### config.mk
export PLATFORM = sky130hd
export DESIGN_NAME = pc_lut_loader
export DESIGN_NICKNAME = d
export VERILOG_FILES = /design/src/rtl/pc_lut_pkg.sv /design/src/rtl/pc_lut_regfile.sv /design/src/rtl/pc_lut_loader.sv
export SDC_FILE = /design/constraint.sdc
export NUM_CORES = 1
export LEC_CHECK = 0
export BUFFER_PORTS_ARGS = -buffer_cell sky130_fd_sc_hd__buf_2
export CORE_MARGIN = 4
export CORE_UTILIZATION = 45
export DETAILED_ROUTE_END_ITERATION = 8
export MAX_ROUTING_LAYER = met4
export SYNTH_ARGS = -nofsm -noshare
export SYNTH_HDL_FRONTEND = slang
export SYNTH_SLANG_ARGS = --single-unit
### constraint.sdc
create_clock -name clk -period 2.58 [get_ports clk]
set_clock_uncertainty 0.15 [all_clocks]
set_input_delay 0 -clock clk [delete_from_list [all_inputs] [get_ports clk]]
set_output_delay 0 -clock clk [all_outputs]
set_load 0.005 [all_outputs]
### src/rtl/pc_lut_pkg.sv
// ---------------------------------------------------------------------------
// pc_lut_pkg
// Shared definitions for the writable branch-target table and its loader.
//   op_e     : 2-bit opcode carried in byte0[7:6] of a load command
//   state_e  : loader FSM states
//   DEFAULT_D / DEFAULT_AW : default target width and index width, also
//              used by the fetch unit so both sides agree on the table shape
// ---------------------------------------------------------------------------
package pc_lut_pkg;

  localparam int DEFAULT_D  = 12;
  localparam int DEFAULT_AW = 5;
  localparam int DEFAULT_N  = 1 << DEFAULT_AW;

  // Command opcodes in byte0[7:6]
  typedef enum logic [1:0] {
    OP_NOP   = 2'b00,
    OP_WRITE = 2'b01,
    OP_CLEAR = 2'b10,
    OP_END   = 2'b11
  } op_e;

  // Loader FSM states
  typedef enum logic [1:0] {
    ST_IDLE  = 2'b00,
    ST_WR_HI = 2'b01,
    ST_WR_LO = 2'b10,
    ST_CLEAR = 2'b11
  } state_e;

endpackage

### src/rtl/pc_lut_regfile.sv
// ---------------------------------------------------------------------------
// pc_lut_regfile
// N x D flop array holding branch targets.
//   clk      : system clock
//   reset    : synchronous active-high reset, zeroes every entry
//   i_we     : write enable
//   i_waddr  : write index
//   i_wdata  : write data
//   i_raddr  : read index (fetch side)
//   o_rdata  : read data, combinational from the array
// Entry 0 is the "hold PC" default and always reads 0; writes to it are
// dropped so the fetch unit can rely on that entry never moving.
// ---------------------------------------------------------------------------
module pc_lut_regfile
  import pc_lut_pkg::*;
#(
  parameter int D  = DEFAULT_D,
  parameter int AW = DEFAULT_AW,
  parameter int N  = 1 << AW
) (
  input  logic          clk,
  input  logic          reset,
  input  logic          i_we,
  input  logic [AW-1:0] i_waddr,
  input  logic [D-1:0]  i_wdata,
  input  logic [AW-1:0] i_raddr,
  output logic [D-1:0]  o_rdata
);

  logic [D-1:0] r_mem [N];

  // Single synchronous write port. Reset clears the whole array in one
  // edge so an interrupted load never leaves stale targets behind.
  always_ff @(posedge clk) begin
    if (reset) begin
      for (int i = 0; i < N; i++) begin
        r_mem[i] <= '0;
      end
    end else if (i_we && (i_waddr != '0)) begin
      r_mem[i_waddr] <= i_wdata;
    end
  end

  // Asynchronous read; index 0 is forced to zero regardless of storage.
  always_comb begin
    o_rdata = '0;
    if (i_raddr != '0) begin
      o_rdata = r_mem[i_raddr];
    end
  end

endmodule

### src/rtl/pc_lut_loader.sv
// ---------------------------------------------------------------------------
// pc_lut_loader
// Runtime loader for the fetch-stage branch-target table. Consumes a byte
// stream of load commands over valid/ready and writes the table; exposes
// the combinational read view used by fetch/branch logic.
//   clk        : system clock
//   reset      : synchronous active-high reset
//   in_valid   : command byte valid
//   in_data    : command byte
//   in_ready   : loader accepts in_data this cycle (state only)
//   rd_addr    : fetch-side table index
//   rd_target  : fetch-side target, combinational from table
//   loaded     : END seen since last reset/CLEAR
//   busy       : CLEAR sweep or multi-byte WRITE in progress
//   err        : sticky protocol error (reserved bit, index 0 write,
//                or high target byte wider than D-8 bits)
// byte0: [7:6]=op, [5]=reserved, [4:0]=index. WRITE is followed by the
// high target byte then the low target byte.
// ---------------------------------------------------------------------------
module pc_lut_loader
  import pc_lut_pkg::*;
#(
  parameter int D  = DEFAULT_D,
  parameter int N  = DEFAULT_N,
  parameter int AW = DEFAULT_AW
) (
  input  logic          clk,
  input  logic          reset,
  input  logic          in_valid,
  input  logic [7:0]    in_data,
  output logic          in_ready,
  input  logic [AW-1:0] rd_addr,
  output logic [D-1:0]  rd_target,
  output logic          loaded,
  output logic          busy,
  output logic          err
);

  state_e        r_state;
  state_e        w_nextState;
  logic [AW-1:0] r_idx;
  logic [D-9:0]  r_hi;
  logic [AW-1:0] r_cnt;
  logic          r_loaded;
  logic          r_err;

  logic          w_fire;
  op_e           w_op;
  logic          w_hiOverflow;
  logic          w_we;
  logic [AW-1:0] w_waddr;
  logic [D-1:0]  w_wdata;

  assign in_ready = (r_state != ST_CLEAR);
  assign busy     = (r_state != ST_IDLE);
  assign loaded   = r_loaded;
  assign err      = r_err;

  assign w_fire       = in_valid && in_ready;
  assign w_op         = op_e'(in_data[7:6]);
  // Bits of the high byte that cannot fit in a D-bit target
  assign w_hiOverflow = ((in_data >> (D - 8)) != 8'd0);

  // Next-state and table write port. The final WRITE byte and every CLEAR
  // cycle share the single regfile write port.
  always_comb begin
    w_nextState = r_state;
    w_we        = 1'b0;
    w_waddr     = r_idx;
    w_wdata     = {r_hi, in_data};
    case (r_state)
      ST_IDLE: begin
        if (w_fire) begin
          case (w_op)
            OP_WRITE: w_nextState = ST_WR_HI;
            OP_CLEAR: w_nextState = ST_CLEAR;
            default:  w_nextState = ST_IDLE;
          endcase
        end
      end
      ST_WR_HI: begin
        if (w_fire) begin
          w_nextState = ST_WR_LO;
        end
      end
      ST_WR_LO: begin
        if (w_fire) begin
          w_we        = 1'b1;
          w_nextState = ST_IDLE;
        end
      end
      ST_CLEAR: begin
        w_we    = 1'b1;
        w_waddr = r_cnt;
        w_wdata = '0;
        if (r_cnt == AW'(N - 1)) begin
          w_nextState = ST_IDLE;
        end
      end
      default: w_nextState = ST_IDLE;
    endcase
  end

  // State register plus the command-side bookkeeping: latched index and
  // high bits, sweep counter, and the loaded/err flags.
  always_ff @(posedge clk) begin
    if (reset) begin
      r_state  <= ST_IDLE;
      r_idx    <= '0;
      r_hi     <= '0;
      r_cnt    <= '0;
      r_loaded <= 1'b0;
      r_err    <= 1'b0;
    end else begin
      r_state <= w_nextState;
      case (r_state)
        ST_IDLE: begin
          if (w_fire) begin
            if (in_data[5]) begin
              r_err <= 1'b1;
            end
            case (w_op)
              OP_WRITE: begin
                r_idx <= in_data[AW-1:0];
                if (in_data[AW-1:0] == '0) begin
                  r_err <= 1'b1;
                end
              end
              OP_CLEAR: begin
                r_cnt    <= '0;
                r_loaded <= 1'b0;
              end
              OP_END:   r_loaded <= 1'b1;
              default:  ;
            endcase
          end
        end
        ST_WR_HI: begin
          if (w_fire) begin
            r_hi <= in_data[D-9:0];
            if (w_hiOverflow) begin
              r_err <= 1'b1;
            end
          end
        end
        ST_CLEAR: r_cnt <= r_cnt + 1'b1;
        default:  ;
      endcase
    end
  end

  pc_lut_regfile #(
    .D  (D),
    .AW (AW),
    .N  (N)
  ) u_regfile (
    .clk     (clk),
    .reset   (reset),
    .i_we    (w_we),
    .i_waddr (w_waddr),
    .i_wdata (w_wdata),
    .i_raddr (rd_addr),
    .o_rdata (rd_target)
  );

endmodule

==> impl_metrics.toml <==
[outcome]
outcome = "finished, final reports clean"

[setup_path]
slowest_stage = "mux4_2"
cp_data_required_time_ns = 2.43
worstRegToRegCells = 6
start_kind = "register"
end_kind = "output pin"
r2r_setup_slack_ns = 0.19
crit_fanout = 1
max_stage_delay_ns = 0.51
crit_type = "reg -> out"
r2r-end = "r_hi[3]"
worstPathArrival_ns = 2.38
r2r-start = "r_state[1]"
crit_path_cell_trace = "mux4_2, mux2_2, a221oi_4, a211oi_1, buf_2"

[clock_network]
cts_tree = "yes"
htree_levels = 2
cts_sinks = 402
cts_buffers = 42
max-clock-path-buffers = 3
clkLatencyLatePin_ns = 0.54
root_buffer = "clkbuf_16"
clk_pin_slew_ns = 0.06

[grt]
grt_remaining_overflow = 0
grt_pass1_wl_mm = 70.96
grt_max_degree = 62
grt_pass1_vias = 11050
antenna_found_initial = 1
track_usage_pct = 22.23

[logic_synthesis]
synth_area_leaders = "edfxtp_1 (64%), mux4_2 (9.5%), nor2_1 (8.1%)"
syn_area_um2 = 18010
yosysWarningCount = 0
netlist_instances = 1290
syn_area_per_cell_um2 = 13.96
synthFlopType = "edfxtp_1"
yosys.area.top_type_share_pct = 64.01
async_reset_ff_share_pct = 0
yosys.area.top_type = "edfxtp_1"
ys_seq_area_share_pct = 66.01
yosysUniqueCellTypes = 57
synth_edf_count = 384
synth-seq-cells = 402

[hold_path]
hold_path.startpoint = "in_data[1]"
hold_path.class = "in -> reg"
hold-path-endpoint = "r_idx[1]"
holdPathStages = 4

[floorplanning]
initial_core_util_pct = 45.44
die_area_um2 = 43300
core_um2 = 39640
pin_count = 32
die_w_um = 208.1
num_rows = 73
die_y_um = 208.1

[cells_and_area]
final_cell_mix = "nor2_1 (389), edfxtp_1 (384), buf_4 (113)"
nets = 1418
final_common_cell = "nor2_1"
n_antenna_cell = 0
design_area_um2 = 20800
fill_cells = 3346
synthToLayoutAreaGrowth_pct = 15.48
layout-drive-gt1-share_pct = 23.34

[drt]
antenna_left = 0
vias_per_cell = 5.678
firstDrtPassIters = 5
wl_mm = 47.14
drc_errors = 0
num_vias = 11080
wl_per_cell_um = 24.15
initialDrtViolationCount = 1157

[timing]
hold_ws_ns = 0.1508
min_period_ns = 2.527
slew_violations = 0
setup-tns-final_ns = 0
setup_viol = 0
report.final.hold_viol_count = 0
min_period_over_period_pct = 97.93
slew_headroom_pct = 60.59
max_freq_mhz = 395.8
finalWorstSetupSlack_ns = 0.05334
tightest_slew_ns = 0.5911

[power]
power_frac_comb_pct = 8.0
leakage_nw = 7.404
p_int_w = 0.01105
clkPwrFrac_pct = 40.1
pwr-share-seq_pct = 51.9
power.switching_w = 0.003253
switching_share_pct = 22.75
ir_worst_vdd_uv = 341.6
powerDensity_nw_per_um2 = 687.6

[placement]
port_buffers = 31
gp_congestion = 0.8141
dpl_cell_area_um2 = 19250
place_ws_ns = 0.1287
dpl.hpwl_mm = 30.44

[run]
maxCapViolations = 0
-- layout make-up --
cell class | count | area (um^2) | share of cell area [%]
tap | 525 | 656.9 | 3.158
inverter | 5 | 18.77 | 0.09023
clock buffer | 50 | 1145 | 5.504
multi-input combinational | 775 | 5599 | 26.92
timing repair buffer | 169 | 1340 | 6.442
clock inverter | 26 | 150.1 | 0.7218
sequential | 402 | 11890 | 57.17
-- power by group through the flow --
stage	clock (W)	sequential [W]	combinational, W
2_1_floorplan	0	0.00752	0.000669
3_3_place_gp	0	0.00755	0.00110
3_5_place_dp	0	0.00756	0.00111
4_1_cts	0.00583	0.00742	0.00114
5_1_grt	0.00611	0.00744	0.00122
6_report	0.00573	0.00742	0.00115
-- synth_stat cells, types with 11 or more instances --
cell,instances
a21oi_1,21
o221ai_1,19
nand4_1,11
nand2b_1,37
edfxtp_1,384
buf_2,45
mux2_2,11
buf_6,12
clkbuf_1,55
nand3_1,19
nor2_1,389
mux2i_1,51
a211oi_1,11
dfxtp_1,18
nand2_1,24
mux4_2,76
-- worst max-delay path by stage --
| stage | startpoint | to | slack, ns | cells past startpoint |
|---|---|---|---|---|
| 2_1_floorplan | r_state[1] | u_regfile.r_mem[24][0] | 0.40 | 7 |
| 3_3_place_gp | r_state[0] | u_regfile.r_mem[16][0] | 0.15 | 5 |
| 3_5_place_dp | r_state[0] | u_regfile.r_mem[16][0] | 0.13 | 5 |
| 4_1_cts | u_regfile.r_mem[29][7] | rd_target[7] | 0.0008 | 5 |
| 5_1_grt | u_regfile.r_mem[25][6] | rd_target[6] | -0.009 | 6 |
| 6_report | u_regfile.r_mem[28][1] | rd_target[1] | 0.05 | 5 |
-- routing by layer --
metal / GRT usage (%) / share of wire, %
met1: 31.22 / 43
met2: 33.97 / 47
met3: 4.222 / 7.8
met4: 5.708 / 2.5
met5: - / 0
-- logic make-up after synthesis --
family	Yosys count	synth area share, %
compound gates	96	4.251
fa+ha+maj	7	0.4862
buf+inv	124	3.591
flops	402	66.01
mux	138	13.02
other cells	1	0.02082
simple gates	522	12.61
-- metrics by stage --
stage	util [%]	power, W	cells
2_1_floorplan	-	0.008191	1301
3_3_place_gp	48.57	0.008652	1859
3_5_place_dp	48.57	0.008673	1859
4_1_cts	52.34	0.01439	1952
5_1_grt	52.47	0.01476	1952
6_report	52.47	0.01430	1952
-- sequential cells by signal, indices dropped and copies added (netlist names) --
register,cells
err,1
r_idx,5
u_regfile.r_mem,384
r_state,2
r_cnt,5
loaded,1
r_hi,4
-- critical path: cells and delay by family (launching register included) --
kind / cells / cell delay, ns
buffers and inverters: 1 / 0.16
AO/OA/AOI/OAI: 2 / 0.43
flip-flops: 1 / 0.40
multiplexers: 2 / 0.85
-- timing repair --
item	in CTS	in global routing
pin swaps	0	1
hold buffers	17	0
gates resized for setup	3	8
setup endpoints to repair	3	18
buffers inserted	0	0
endpoints found under the hold margin	81	0
Power figures use the tool's default switching activity.
